==> src/rtl/ram_access_ctrl.sv <==
// -----------------------------------------------------------------------------
// ram_access_ctrl
//   Initiator side of a single-port RAM (en/rw/addr/din/dout). Accepts one
//   read or write request at a time over a valid/ready front end, drives the
//   RAM strobes, and returns read data over a valid/ready response port.
//
// Parameters
//   AW      RAM address width
//   DW      RAM data width
//   RD_LAT  RAM read latency in clocks (>=1): number of cycles ram_en=1,
//           ram_rw=0 is held before ram_dout is captured
//
// Ports
//   clk, rst_n                     clock (posedge), async active-low reset
//   req_valid/req_ready            request handshake
//   req_wr, req_addr, req_wdata    request: 1=write/0=read, address, data
//   rsp_valid/rsp_ready            response handshake
//   rsp_rdata, rsp_err             read data, read-back mismatch flag
//   busy                           controller not idle
//   ram_en, ram_rw, ram_addr,
//   ram_din, ram_dout              RAM side (rw: 1=write, 0=read)
//
// Configuration
//   VERIFY_EN  when defined, every write is followed by a read-back of the
//              same address and answered with a response whose rsp_err flags
//              a data mismatch. When undefined, writes get no response and
//              rsp_err is tied to 0.
// -----------------------------------------------------------------------------
module ram_access_ctrl #(
  parameter int AW     = 10,
  parameter int DW     = 8,
  parameter int RD_LAT = 1
) (
  input  logic          clk,
  input  logic          rst_n,
  input  logic          req_valid,
  output logic          req_ready,
  input  logic          req_wr,
  input  logic [AW-1:0] req_addr,
  input  logic [DW-1:0] req_wdata,
  output logic          rsp_valid,
  input  logic          rsp_ready,
  output logic [DW-1:0] rsp_rdata,
  output logic          rsp_err,
  output logic          busy,
  output logic          ram_en,
  output logic          ram_rw,
  output logic [AW-1:0] ram_addr,
  output logic [DW-1:0] ram_din,
  input  logic [DW-1:0] ram_dout
);

  localparam int CW = $clog2(RD_LAT + 1);

  typedef enum logic [1:0] {
    S_IDLE,
    S_WR,
    S_RD,
    S_RESP
  } state_t;

`ifdef VERIFY_EN
  localparam state_t S_AFTER_WR = S_RD;    // read back what was just written
`else
  localparam state_t S_AFTER_WR = S_IDLE;  // writes are fire-and-forget
`endif

  state_t        r_state;
  state_t        w_state_nxt;
  logic [CW-1:0] r_cnt;
  logic          w_accept;
  logic          w_rd_last;

  logic          r_req_ready;
  logic          r_busy;
  logic          r_rsp_valid;
  logic [DW-1:0] r_rsp_rdata;
  logic          r_ram_en;
  logic          r_ram_rw;
  logic [AW-1:0] r_ram_addr;
  logic [DW-1:0] r_ram_din;   // doubles as the latched write data

  // req_ready is only ever high in IDLE, so this is the accept condition.
  assign w_accept  = (r_state == S_IDLE) && req_valid && r_req_ready;
  assign w_rd_last = (r_state == S_RD) && (r_cnt == CW'(RD_LAT - 1));

  // NOTE: sequential state uses non-blocking (<=) so every register samples
  // the pre-edge values; blocking here would create order-dependent races.
  always_ff @(posedge clk or negedge rst_n) begin
    if (!rst_n) r_state <= S_IDLE;
    else        r_state <= w_state_nxt;
  end

  // NOTE: the default assignment first guarantees w_state_nxt is written on
  // every path, so no latch is inferred.
  always_comb begin
    w_state_nxt = r_state;
    case (r_state)
      S_IDLE:  if (w_accept) w_state_nxt = req_wr ? S_WR : S_RD;
      S_WR:    w_state_nxt = S_AFTER_WR;
      S_RD:    if (w_rd_last) w_state_nxt = S_RESP;
      S_RESP:  if (rsp_ready) w_state_nxt = S_IDLE;
      default: w_state_nxt = S_IDLE;
    endcase
  end

  // Read-latency counter: cleared on every entry into RD, counts while in RD.
  always_ff @(posedge clk or negedge rst_n) begin
    if (!rst_n)                                       r_cnt <= '0;
    else if (w_state_nxt == S_RD && r_state != S_RD)  r_cnt <= '0;
    else if (r_state == S_RD)                         r_cnt <= r_cnt + CW'(1);
  end

  // Outputs are registered copies of what the next state implies, so they
  // line up with the state they describe and never glitch.
  // NOTE: datapath registers are reset too, because every output must read 0
  // while rst_n is low; this is a handful of flops, not a memory array.
  always_ff @(posedge clk or negedge rst_n) begin
    if (!rst_n) begin
      r_req_ready <= 1'b0;
      r_busy      <= 1'b0;
      r_rsp_valid <= 1'b0;
      r_rsp_rdata <= '0;
      r_ram_en    <= 1'b0;
      r_ram_rw    <= 1'b0;
      r_ram_addr  <= '0;
      r_ram_din   <= '0;
    end else begin
      r_req_ready <= (w_state_nxt == S_IDLE);
      r_busy      <= (w_state_nxt != S_IDLE);
      r_rsp_valid <= (w_state_nxt == S_RESP);
      r_ram_en    <= (w_state_nxt == S_WR) || (w_state_nxt == S_RD);
      r_ram_rw    <= (w_state_nxt == S_WR);
      // Address/data only move on accept; they hold while ram_en is low.
      if (w_accept) begin
        r_ram_addr <= req_addr;
        if (req_wr) r_ram_din <= req_wdata;
      end
      if (w_rd_last) r_rsp_rdata <= ram_dout;
    end
  end

`ifdef VERIFY_EN
  logic r_wr;
  logic r_rsp_err;

  always_ff @(posedge clk or negedge rst_n) begin
    if (!rst_n) begin
      r_wr      <= 1'b0;
      r_rsp_err <= 1'b0;
    end else begin
      if (w_accept)  r_wr      <= req_wr;
      // Plain reads never flag an error; only a write's read-back is compared.
      if (w_rd_last) r_rsp_err <= r_wr && (ram_dout != r_ram_din);
    end
  end

  assign rsp_err = r_rsp_err;
`else
  assign rsp_err = 1'b0;
`endif

  assign req_ready = r_req_ready;
  assign busy      = r_busy;
  assign rsp_valid = r_rsp_valid;
  assign rsp_rdata = r_rsp_rdata;
  assign ram_en    = r_ram_en;
  assign ram_rw    = r_ram_rw;
  assign ram_addr  = r_ram_addr;
  assign ram_din   = r_ram_din;

endmodule

==> config.mk <==
export PLATFORM = sky130hd
export DESIGN_NAME = ram_access_ctrl
export DESIGN_NICKNAME = d
export VERILOG_FILES = /design/src/rtl/ram_access_ctrl.sv
export SDC_FILE = /design/constraint.sdc
export NUM_CORES = 1
export LEC_CHECK = 0
export BUFFER_PORTS_ARGS = -buffer_cell sky130_fd_sc_hd__buf_2
export CELL_PAD_IN_SITES_DETAIL_PLACEMENT = 1
export CELL_PAD_IN_SITES_GLOBAL_PLACEMENT = 2
export CORE_UTILIZATION = 29
export DETAILED_ROUTE_END_ITERATION = 7
export PLACE_DENSITY_LB_ADDON = 0.1
export SLEW_MARGIN = 25
export SYNTH_ARGS = -nofsm -noshare
export SYNTH_HDL_FRONTEND = slang
export SYNTH_SLANG_ARGS = --single-unit
==> constraint.sdc <==
create_clock -name clk -period 1.9 [get_ports clk]
set_input_delay 0 -clock clk [delete_from_list [all_inputs] [get_ports clk]]
set_output_delay 0 -clock clk [all_outputs]
set_load 0.02 [all_outputs]
---- Word-level counts from Yosys, hierarchy flattened ----
Index checks and enable logic that the tools add are counted.
word-level totals
  bits in registers ....................... 34
  bits of input ports ..................... 31
  output and inout bits ................... 32
operators by class
  add/sub/neg operators ................... 1
  mux-type cells .......................... 7
  equality and inequality tests ........... 7
  reductions and logical operators ........ 10
  bitwise logic cells ..................... 1
operator list
  cell                 count
  $eq 2x2->1 const B   4
  $mux 2               4
  $pmux 2 s4           1
  $eq 2x1->1 const B   2
  $logic_and 1x1->1    4
  $logic_not 2->1      2
  $reduce_bool 2->1    2
  $mux 1               2
  $ne 2x2->1 const B   1
  $reduce_and 2->1     1
  $add 1x1->1 const B  1
  $logic_or 1x1->1     1
  $not 1->1            1

---- Longest topological paths before layout ----
Gate-level depths: netlist of run 1.
  depth in word-level cells ............... 8
  depth in mapped cells ................... 6
  mapped depth without buffers ............ 6

---- Least setup slack after synthesis of run 1 ----
OpenSTA, ideal clock, no wires.
  path type ............................... register to register
  start point ............................. register r_state[0]
  end point ............................... register r_cnt
  setup time .............................. 0.083 ns
  required time ........................... 1.817 ns
  clock period less this slack ............ 1.506 ns
  stages on the path, launching flop included .. 7
  data arrival time ....................... 1.423 ns
  buffers on the path ..................... 0
  slack ................................... 0.394 ns
  path through ............................ dfrtp_1 and4bb_4 nand2_4 o211a_1 ha_1 nand2b_1 o21ai_0
on the way
  longest elaborated chain between the ends .. 8
  elaborated cells on any way between the ends .. 16
  classes of those cells .................. 5 x eq/ne; 5 x mux; 6 x reduce/logical
RTL lines
  what                                         RTL line  source
  from (decl)                                  68        state_t r_state;
  from (signal assigned)                       91        else r_state <= w_state_nxt;
  $logic_not 2->1                              84, 98
  $logic_and 1x1->1 (2 in a row)               84        assign w_accept = (r_state == S_IDLE) && req_valid && r_req_ready;
  $mux 2                                       99        S_IDLE: if (w_accept) w_state_nxt = req_wr ? S_WR : S_RD;
  $pmux 2 s4                                   98        case (r_state)
  $eq 2x2->1                                   110       else if (w_state_nxt == S_RD && r_state != S_RD) r_cnt <= '0;
  $logic_and 1x1->1                            110
  $mux 1 or $reduce_bool 2->1 (tied branches)  n/a
  to (signal assigned)                         111       else if (r_state == S_RD) r_cnt <= r_cnt + CW'(1);
  to (decl)                                    70        logic [CW-1:0] r_cnt;
Parallel ways exist; a longest one is shown, timed or not.
A chain may end at the register's enable or synchronous reset.

---- Worst setup path in the final report of run 1 ----
Same ends and word-level chain as after synthesis.

==> results of run 1 <==
==> worst reg2reg max path: stages, from the launching register on <==
cell,delay (ns)
dfrtp_1,0.42
and4bb_4,0.38
nand2_4,0.13
o211a_1,0.16
ha_1,0.19
nand2b_1,0.13
o21ai_0,0.13
==> stage by stage <==
stage / hold WS [ns] / utilization [%]
2_1_floorplan: -0.296 / -
3_3_place_gp: 0.107 / 38.7
3_5_place_dp: 0.116 / 38.7
4_1_cts: 0.0261 / 46.9
5_1_grt: 0.0614 / 46.9
6_report: 0.0355 / 46.9
==> worst min-delay path by stage <==
stage	start	endpoint	slack [ns]	cells past startpoint
finish	rsp_ready	r_state[0]	0.04	2
global route	rsp_ready	r_state[0]	0.06	2
CTS	rsp_ready	r_state[0]	0.03	2
detailed placement	rst_n	rsp_rdata[3]	0.12	1
global placement	rst_n	rsp_rdata[3]	0.11	1
floorplan	rst_n	busy	-0.30	0
==> registers in the layout (all words and copies together), names as in the netlist <==
signal / cells
busy: 1
req_ready: 1
rsp_rdata: 8
ram_rw: 1
ram_din: 8
ram_en: 1
rsp_valid: 1
r_cnt: 1
ram_addr: 10
r_state: 2
==> layer usage <==
| metal | global-route usage, % | share of wire (%) |
|---|---|---|
| met1 | 17.9 | 43 |
| met2 | 22.8 | 49 |
| met3 | 5.27 | 5.3 |
| met4 | 6.22 | 2.4 |
| met5 | 0 | 0 |
==> layout make-up <==
class	instances	share of cell area (%)
Clock buffer	7	4.14
Inverter	2	0.360
Timing Repair Buffer	89	28.0
Clock inverter	1	0.240
Tap cell	52	3.12
Sequential cell	34	40.8
Multi-Input combinational cell	46	23.3
==> cell usage in the layout, fill, tap and decap left out <==
| cell type | instances |
|---|---|
| o21ai_0 | 1 |
| buf_4 | 1 |
| inv_1 | 2 |
| mux2_4 | 9 |
| a21oi_1 | 1 |
| clkinv_2 | 1 |
| dlygate4sd3_1 | 27 |
| ha_1 | 4 |
| nor3_1 | 1 |
| mux2_1 | 1 |
| clkbuf_8 | 6 |
| nand2_1 | 3 |
| and4bb_4 | 1 |
| nand2_4 | 1 |
| nor2b_1 | 1 |
| o211ai_1 | 1 |
| o211a_1 | 1 |
| dfrtp_1 | 34 |
| clkbuf_1 | 1 |
| conb_1 | 1 |
| nand2b_1 | 2 |
| and2b_1 | 1 |
| a21o_1 | 1 |
| buf_2 | 61 |
| mux2_2 | 16 |
==> logic make-up after synthesis <==
family / Yosys count / share of synthesized area [%]
DFF: 34 / 61.9
muxes: 26 / 23.8
and+or+nand+nor: 10 / 5.10
AOI/OAI and AO/OA: 5 / 2.55
buffers and inverters: 5 / 2.73
adders and majority gates: 4 / 3.64
other: 1 / 0.273
==> power groups by stage <==
stage	logic (mW)	clock network, mW	registers, mW
floorplan	0.638	0	1.69
global placement	1.51	0	1.27
detailed placement	1.53	0	1.29
CTS	1.58	0.566	1.28
global route	1.68	0.602	1.32
finish	1.55	0.545	1.27
==> metrics.csv, run 1 <==
stage;metric;value;unit
status;status;finished with violations;
status;violations;DRC;
sta;timing.final.ws_setup;0.280;ns
setup_path;crit_family;simple AND/OR/NAND/NOR gates;
place;post-dp-hpwl;2230;um
min_path;hp-class;in -> reg;
setup_path;reg2regPathDepth;6;
cells_and_area;finalNetCount;213;
power;power_frac_seq;37.7;%
cts;htree_levels;2;
setup_path;critPathRequiredTime;2.10;ns
logic_synthesis;syn_area;0.00137;mm^2
detailed_routing;via_count;1006;
place;dp_slack;0.289;ns
logic_synthesis;synth.most_common_cell;dfrtp_1;
logic_synthesis;synth_area_leaders;dfrtp_1 62%, mux2_2 13%, mux2_4 9.8%;
sta;maxSlewHeadroom;49.3;%
power;clkPwrFrac;16.2;%
sta;skew;0.00458;ns
cts;clockRootBuffer;clkbuf_8;
logic_synthesis;synth_top_area_cell;dfrtp_1;
place;placed_cell_area;0.00172;mm^2
detailed_routing;via_per_inst;4.35;
cts;hold_buffers;27;
cells_and_area;fin_cells;231;
run;maxCapViolations;0;
floorplan;ios;63;
logic_synthesis;synth_cell_types;21;
cts;clock-sinks;34;
cells_and_area;diodes;0;
sta;setup_violations;0;
sta;fmax;617;MHz
place;placedCellCount;196;
power;p_per_area;1620;mW/mm^2
setup_path;crit_chain;and4bb_4, nand2_4, o211a_1, ha_1, nand2b_1, o21ai_0;
logic_synthesis;ys_seq_area_share;61.9;%
floorplan;core-area;0.00444;mm^2
logic_synthesis;synth.top_cells.by_count;34 x dfrtp_1, 16 x mux2_2, 9 x mux2_4;
power;power;3.37;mW
floorplan;die_w;70.8;um
cells_and_area;multi_input_area;485;um^2
sta;rsz0062_at_grt;false;
global_routing;overflow;0;
setup_path;crit_start;r_state[0];
logic_synthesis;avgSynthCellArea;16.2;um^2
detailed_routing;wl;3270;um
power;worst_ir_drop_vdd;0.554;mV
global_routing;grt_use_total;14.4;%
power;leakage;1.06;nW
detailed_routing;ant_nets;0;
place;numPortBuffers;61;
detailed_routing;wl_per_cell;14.1;um
detailed_routing;drt_iter0_markers;60;
setup_path;path_max_fanout;10;
cts;cts_setup_buffers;0;
detailed_routing;dr.pass1.iters;8;
setup_path;crit_path_start_kind;flip-flop;
floorplan;die_height;70.8;um
setup_path;path_buf_inv;0;
setup_path;endpoint_kind;flip-flop;
logic_synthesis;ys_warn_count;0;
sta;finalSetupTns;0;ns
setup_path;timing.rr.end;r_cnt;
global_routing;grt_pass1_vias;1045;
cts;cts_buffers;5;
power;p_comb_share;46.1;%
power;switching_share;37.7;%
power;power.internal;2.10;mW
cells_and_area;syn_to_final_growth;51.6;%
logic_synthesis;synth_cells;85;
place;globalplace.congestion;0.772;
floorplan;num_rows;24;
setup_path;max_stage_delay;0.42;ns
sta;fin_crit;1.62;ns
floorplan;start_util;30.9;%
floorplan;dieArea;0.00502;mm^2
setup_path;ff2ff_setup_slack;0.28;ns
global_routing;grt_pass1_wl;5290;um
sta;hold_viol;0;
power;p_switching;1.27;mW
setup_path;crit_type;reg -> reg;
global_routing;antenna_found_initial;0;
sta;worstMarginPinSlew;0.760;ns
setup_path;cp.depth;6;
setup_path;cpMaxStageDelayCell;dfrtp_1;
logic_synthesis;synth_nets;120;
logic_synthesis;synth.top_cell.area_share;61.9;%
cts;cts.repair.resized;0;
cts;cts_tree;done;
logic_synthesis;async_flop_share;100;%
cells_and_area;fill_cells;481;
cts;insertion_delay;0.28;ns
cts;cts.path.max_buffers;2;
detailed_routing;drc;2;
logic_synthesis;synth_ff_type;dfrtp_1;
setup_path;worstPathArrival;1.82;ns
logic_synthesis;synth_edf_count;0;
logic_synthesis;synth-seq-cells;34;
global_routing;grt_max_degree;35;
setup_path;r2r-start;r_state[0];
cells_and_area;design_area;0.00208;mm^2
cells_and_area;ff_latch_area;851;um^2
setup_path;crit_path_end;r_cnt;
sta;period_share;85.3;%
cts;cts.clk_slew.worst_paths;0.06;ns
cells_and_area;drive_above_1_share;53.6;%
sta;slew_violations;0;
Note: power is estimated with default switching activity, not from simulation.
==> run 2, diff against run 1 <==
MAX_ROUTING_LAYER = met4   (was not set)
==> run 2 against run 1 <==
The run still ends with DRC left. Worst setup slack better by 0.0049 ns. Clock power about the same. Die area unchanged. Core utilization unchanged. Hold slack better by 0.0037 ns. Sequential cell count unchanged. Count of clock-buffer cells in the layout unchanged. Sequential share of layout area unchanged. Routed wire length up 0.18%. Largest power group unchanged. Via count up 0.40%. Fmax up 0.30%. Sequential power about the same.
==> metrics.csv, run 2 (synthesized netlist as in run 1, its figures left out) <==
stage;metric;value;unit;change
cells_and_area;finalNetCount;213;;unchanged
global_routing;antenna_found_initial;0;;unchanged
floorplan;num_rows;24;;unchanged
global_routing;grt_use_total;14.8;%;was 14.4%
detailed_routing;wl_per_cell;14.2;um;was 14.1 um
setup_path;path_max_fanout;10;;unchanged
place;placedCellCount;196;;unchanged
sta;timing.final.ws_setup;0.285;ns;was 0.280 ns
sta;rsz0062_at_grt;false;;unchanged
sta;skew;0.00615;ns;was 0.00458 ns
setup_path;crit_chain;and4bb_4, nand2_4, o211a_1, ha_1, nand2b_1, o21ai_0;;unchanged
cts;cts.path.max_buffers;2;;unchanged
detailed_routing;via_per_inst;4.37;;was 4.35
cts;clockRootBuffer;clkbuf_8;;unchanged
place;globalplace.congestion;0.782;;was 0.772
cells_and_area;design_area;0.00208;mm^2;unchanged
cts;cts_tree;done;;unchanged
detailed_routing;dr.pass1.iters;8;;unchanged
detailed_routing;ant_nets;0;;unchanged
status;status;finished with violations;;unchanged
cts;cts.clk_slew.worst_paths;0.07;ns;was 0.06 ns
cells_and_area;syn_to_final_growth;51.6;%;unchanged
sta;fin_crit;1.62;ns;about the same
power;leakage;1.06;nW;unchanged
sta;maxSlewHeadroom;49.5;%;was 49.3%
sta;worstMarginPinSlew;0.757;ns;was 0.760 ns
floorplan;ios;63;;unchanged
setup_path;crit_path_start_kind;flip-flop;;unchanged
cts;cts.repair.resized;0;;unchanged
setup_path;worstPathArrival;1.81;ns;was 1.82 ns
run;maxCapViolations;0;;unchanged
global_routing;overflow;0;;unchanged
global_routing;grt_pass1_wl;5310;um;was 5290 um
cts;htree_levels;2;;unchanged
sta;finalSetupTns;0;ns;unchanged
cells_and_area;diodes;0;;unchanged
global_routing;grt_pass1_vias;1039;;was 1045
cells_and_area;final_cell_mix;61 x buf_2, 34 x dfrtp_1, 27 x dlygate4sd3_1;;unchanged
global_routing;grt_max_degree;35;;unchanged
detailed_routing;wl;3270;um;about the same
detailed_routing;via_count;1010;;was 1006
cells_and_area;largest_reg_flops;10;;unchanged
sta;setup_violations;0;;unchanged
place;dp_slack;0.289;ns;unchanged
sta;slew_violations;0;;unchanged
cells_and_area;final_common_cell;buf_2;;unchanged
setup_path;endpoint_kind;flip-flop;;unchanged
sta;fmax;619;MHz;was 617 MHz
cts;cts_buffers;5;;unchanged
cells_and_area;drive_above_1_share;53.6;%;unchanged
power;worst_ir_drop_vdd;0.556;mV;was 0.554 mV
min_path;hp-class;in -> reg;;unchanged
floorplan;die_height;70.8;um;unchanged
power;p_per_area;1620;mW/mm^2;about the same
sta;hold_viol;0;;unchanged
setup_path;path_buf_inv;0;;unchanged
cells_and_area;fin_cells;231;;unchanged
setup_path;crit_family;simple AND/OR/NAND/NOR gates;;unchanged
status;violations;DRC;;unchanged
cts;clock-sinks;34;;unchanged
setup_path;cpMaxStageDelayCell;dfrtp_1;;unchanged
detailed_routing;drc;2;;unchanged
floorplan;die_w;70.8;um;unchanged
detailed_routing;drt_iter0_markers;45;;was 60
floorplan;core-area;0.00444;mm^2;unchanged
setup_path;critPathRequiredTime;2.10;ns;about the same
floorplan;dieArea;0.00502;mm^2;unchanged
setup_path;crit_type;reg -> reg;;unchanged
floorplan;start_util;30.9;%;unchanged
sta;period_share;85.0;%;was 85.3%
place;placed_cell_area;0.00172;mm^2;unchanged
cts;insertion_delay;0.28;ns;about the same
place;post-dp-hpwl;2230;um;unchanged
sta;holdWs;0.0393;ns;was 0.0355 ns
setup_path;max_stage_delay;0.42;ns;about the same
place;numPortBuffers;61;;unchanged
[run 2: cell counts in the layout (fill, tap and decap cells not counted)]
Identical to the previous run, type by type.
[run 2: layout make-up]
| type | count | area [um^2] |
|---|---|---|
| well taps | 52 | 65.1 |
| flip-flops and latches | 34 | 851 |
| inverters | 2 | 7.51 |
| fillers | 481 | 2360 |
| clock inverters | 1 | 5.00 |
| multi-input cells | 46 | 485 |
| repair buffers | 89 | 583 |
| clock buffers | 7 | 86.3 |
[run 2: per-stage QoR]
step / utilization, % / power, mW
finish: 46.9 / 3.37
global route: 46.9 / 3.60
CTS: 46.9 / 3.43
detailed placement: 38.7 / 2.82
global placement: 38.7 / 2.78
floorplan: - / 2.33
[run 2: repair_timing]
action / in CTS / in global routing
hold buffers: 27 / 0
buffers inserted: 0 / 0
hold endpoints to repair: 60 / 0
endpoints found under the setup margin: 0 / 0
[run 2: per-layer routing]
layer | wire length (um) | global-route usage (%) | vias to the layer above
met4 | 63 | 6.22 | 0
met1 | 1410 | 17.8 | 487
li1 | - | - | 477
met2 | 1630 | 22.9 | 39
met3 | 162 | 5.13 | 7
met5 | 0 | - | -
[run 2: power breakdown]
part           internal, mW  switching (mW)  total (mW)  leakage, nW
Sequential             1.09           0.180        1.27        0.409
Clock                 0.292           0.252       0.544       0.0482
Combinational         0.718           0.836        1.55        0.606
Total                  2.10            1.27        3.37         1.06
[run 2: worst paths after layout]
| kind | from | end | slack (ns) | cells after the start |
|---|---|---|---|---|
| max | r_state[0] | r_cnt | 0.28 | 6 |
| min | rsp_ready | r_state[0] | 0.04 | 2 |
| max reg2reg | r_state[0] | r_cnt | 0.28 | 6 |
| min reg2reg | rsp_rdata[3] | rsp_rdata[3] | 0.49 | 1 |
| max in group asynchronous | rst_n | rsp_rdata[4] | 1.09 | 2 |
| min in group asynchronous | rst_n | rsp_rdata[3] | 0.33 | 2 |
==> run 3, diff against run 2 <==
CORE_UTILIZATION = 26   (was 29)
clock period = 1.44 ns   (was 1.9 ns; I/O delays follow)
==> run 3 against run 2 <==
The flow finishes with violations (setup timing). Core utilization decreased by 3.5 points. Critical path depth decreased by 3. Clock power increased by 32%. Largest power group unchanged. Highest routed layer unchanged.
==> metrics.csv, run 3 (synthesized netlist as in run 1, its figures left out) <==
stage;metric;value;unit;change
global_routing;grt_pass1_wl;4750;um;was 5310 um
sta;worstMarginPinSlew;0.751;ns;was 0.757 ns
detailed_routing;via_per_inst;4.09;;was 4.37
cells_and_area;final_common_cell;buf_2;;unchanged
sta;timing.final.ws_setup;-0.0108;ns;was 0.285 ns
setup_path;path_max_fanout;10;;unchanged
global_routing;antenna_found_initial;0;;unchanged
floorplan;dieArea;0.00558;mm^2;was 0.00502 mm^2
place;numPortBuffers;61;;unchanged
floorplan;core-area;0.00511;mm^2;was 0.00444 mm^2
power;p_per_area;2120;mW/mm^2;was 1620 mW/mm^2
run;maxCapViolations;0;;unchanged
floorplan;die_w;74.7;um;was 70.8 um
status;status;finished with violations;;unchanged
setup_path;crit_path_start_kind;flip-flop;;unchanged
place;placed_cell_area;0.00183;mm^2;was 0.00172 mm^2
cts;cts.path.max_buffers;2;;unchanged
detailed_routing;wl_per_cell;12.3;um;was 14.2 um
sta;period_share;101;%;was 85.0%
floorplan;die_height;74.7;um;was 70.8 um
power;p_comb_share;49.1;%;was 46.1%
setup_path;crit_family;flip-flops;;was simple AND/OR/NAND/NOR gates
sta;rsz0062_at_grt;true;;was false
sta;finalSetupTns;-0.0735;ns;was 0 ns
power;switching_share;36.8;%;was 37.6%
power;leakage;1.11;nW;was 1.06 nW
cts;clock-sinks;34;;unchanged
cts;insertion_delay;0.28;ns;about the same
sta;fin_crit;1.45;ns;was 1.62 ns
power;power.internal;2.97;mW;was 2.10 mW
setup_path;endpoint_kind;flip-flop;;unchanged
setup_path;max_stage_delay;0.40;ns;was 0.42 ns
power;power_frac_seq;35.7;%;was 37.7%
place;post-dp-hpwl;2230;um;about the same
detailed_routing;drc;0;;was 2
sta;maxSlewHeadroom;50.0;%;was 49.5%
detailed_routing;via_count;1051;;was 1010
sta;slew_violations;0;;unchanged
power;p_switching;1.73;mW;was 1.27 mW
cells_and_area;final_cell_mix;61 x buf_2, 34 x dfrtp_1, 27 x dlygate4sd3_1;;unchanged
cts;cts.clk_slew.worst_paths;0.07;ns;about the same
sta;hold_viol;0;;unchanged
min_path;hp-class;in -> reg;;unchanged
setup_path;worstPathArrival;1.62;ns;was 1.81 ns
place;globalplace.congestion;0.670;;was 0.782
cts;clockRootBuffer;clkbuf_8;;unchanged
setup_path;crit_type;reg -> reg;;unchanged
floorplan;ios;63;;unchanged
floorplan;num_rows;26;;was 24
floorplan;start_util;26.9;%;was 30.9%
cells_and_area;design_area;0.00222;mm^2;was 0.00208 mm^2
cts;htree_levels;2;;unchanged
setup_path;cpMaxStageDelayCell;dfrtp_1;;unchanged
power;clkPwrFrac;15.2;%;was 16.1%
cells_and_area;finalNetCount;221;;was 213
sta;skew;0.00413;ns;was 0.00615 ns
setup_path;crit_chain;and4bb_4, buf_4, mux2_2;;was and4bb_4, nand2_4, o211a_1, ha_1, nand2b_1, o21ai_0
setup_path;critPathRequiredTime;1.61;ns;was 2.10 ns
global_routing;overflow;0;;unchanged
sta;fmax;689;MHz;was 619 MHz
detailed_routing;wl;3150;um;was 3270 um
cts;cts_buffers;5;;unchanged
detailed_routing;ant_nets;0;;unchanged
sta;setup_violations;10;;was 0
cells_and_area;largest_reg_flops;10;;unchanged
setup_path;path_buf_inv;1;;was 0
power;worst_ir_drop_vdd;0.702;mV;was 0.556 mV
cts;cts_tree;done;;unchanged
detailed_routing;dr.pass1.iters;4;;was 8
cells_and_area;syn_to_final_growth;61.3;%;was 51.6%
cells_and_area;drive_above_1_share;57.8;%;was 53.6%
detailed_routing;drt_iter0_markers;20;;was 45
status;violations;setup timing;;was DRC
global_routing;grt_max_degree;35;;unchanged
cells_and_area;diodes;0;;unchanged
global_routing;grt_use_total;12.4;%;was 14.8%
global_routing;grt_pass1_vias;1077;;was 1039
## run 3: per-layer routing
| layer | GRT usage [%] | vias up | wire, um |
|---|---|---|---|
| met5 | - | - | 0 |
| met4 | 5.66 | 0 | 50 |
| met3 | 3.61 | 6 | 167 |
| met2 | 22.3 | 44 | 1710 |
| met1 | 12.2 | 510 | 1220 |
| li1 | - | 491 | - |
## run 3: cell type report
| type | count | area (um^2) |
|---|---|---|
| clock inverter | 1 | 5.00 |
| clock buffer | 7 | 86.3 |
| inverter | 2 | 7.51 |
| fill | 554 | 2890 |
| multi-input combinational | 46 | 510 |
| tap | 70 | 87.6 |
| sequential | 34 | 851 |
| timing repair buffer | 97 | 668 |
## run 3: what timing repair did
| action | CTS | global route |
|---|---|---|
| buffers inserted | 0 | 2 |
| hold buffers | 27 | 0 |
| resized for setup | 0 | 2 |
| hold endpoints to repair | 60 | 0 |
| pin swaps | 0 | 3 |
| setup endpoints to repair | 10 | 21 |
## run 3: final timing paths
check	from	endpoint	slack, ns	cells after the start
worst max-delay path	r_state[0]	ram_addr[1]	-0.01	3
worst min-delay path	rsp_ready	r_state[0]	0.07	2
worst max register to register	r_state[0]	ram_addr[1]	-0.01	3
worst min register to register	rsp_rdata[3]	rsp_rdata[3]	0.49	1
max in group asynchronous	rst_n	ram_din[7]	0.63	2
min in group asynchronous	rst_n	ram_addr[2]	0.33	2
## run 3: power groups by stage
stage / logic, mW / registers [mW] / clock network (mW)
global route: 2.52 / 1.74 / 0.791
CTS: 2.30 / 1.69 / 0.762
floorplan: 0.878 / 2.23 / 0
global placement: 2.19 / 1.67 / 0
detailed placement: 2.24 / 1.69 / 0
finish: 2.31 / 1.68 / 0.717
## run 3: metrics by stage
step                instances  total power, mW  hold WS [ns]  setup slack, ns  utilization (%)
global placement          220             3.86         0.115           0.0319             35.9
floorplan                  85             3.11        -0.296          -0.0171                -
finish                    257             4.70        0.0750          -0.0108             43.4
CTS                       255             4.75        0.0619          -0.0263             43.0
detailed placement        220             3.93         0.128          -0.0112             35.9
global route              257             5.05        0.0958          -0.0770             43.4
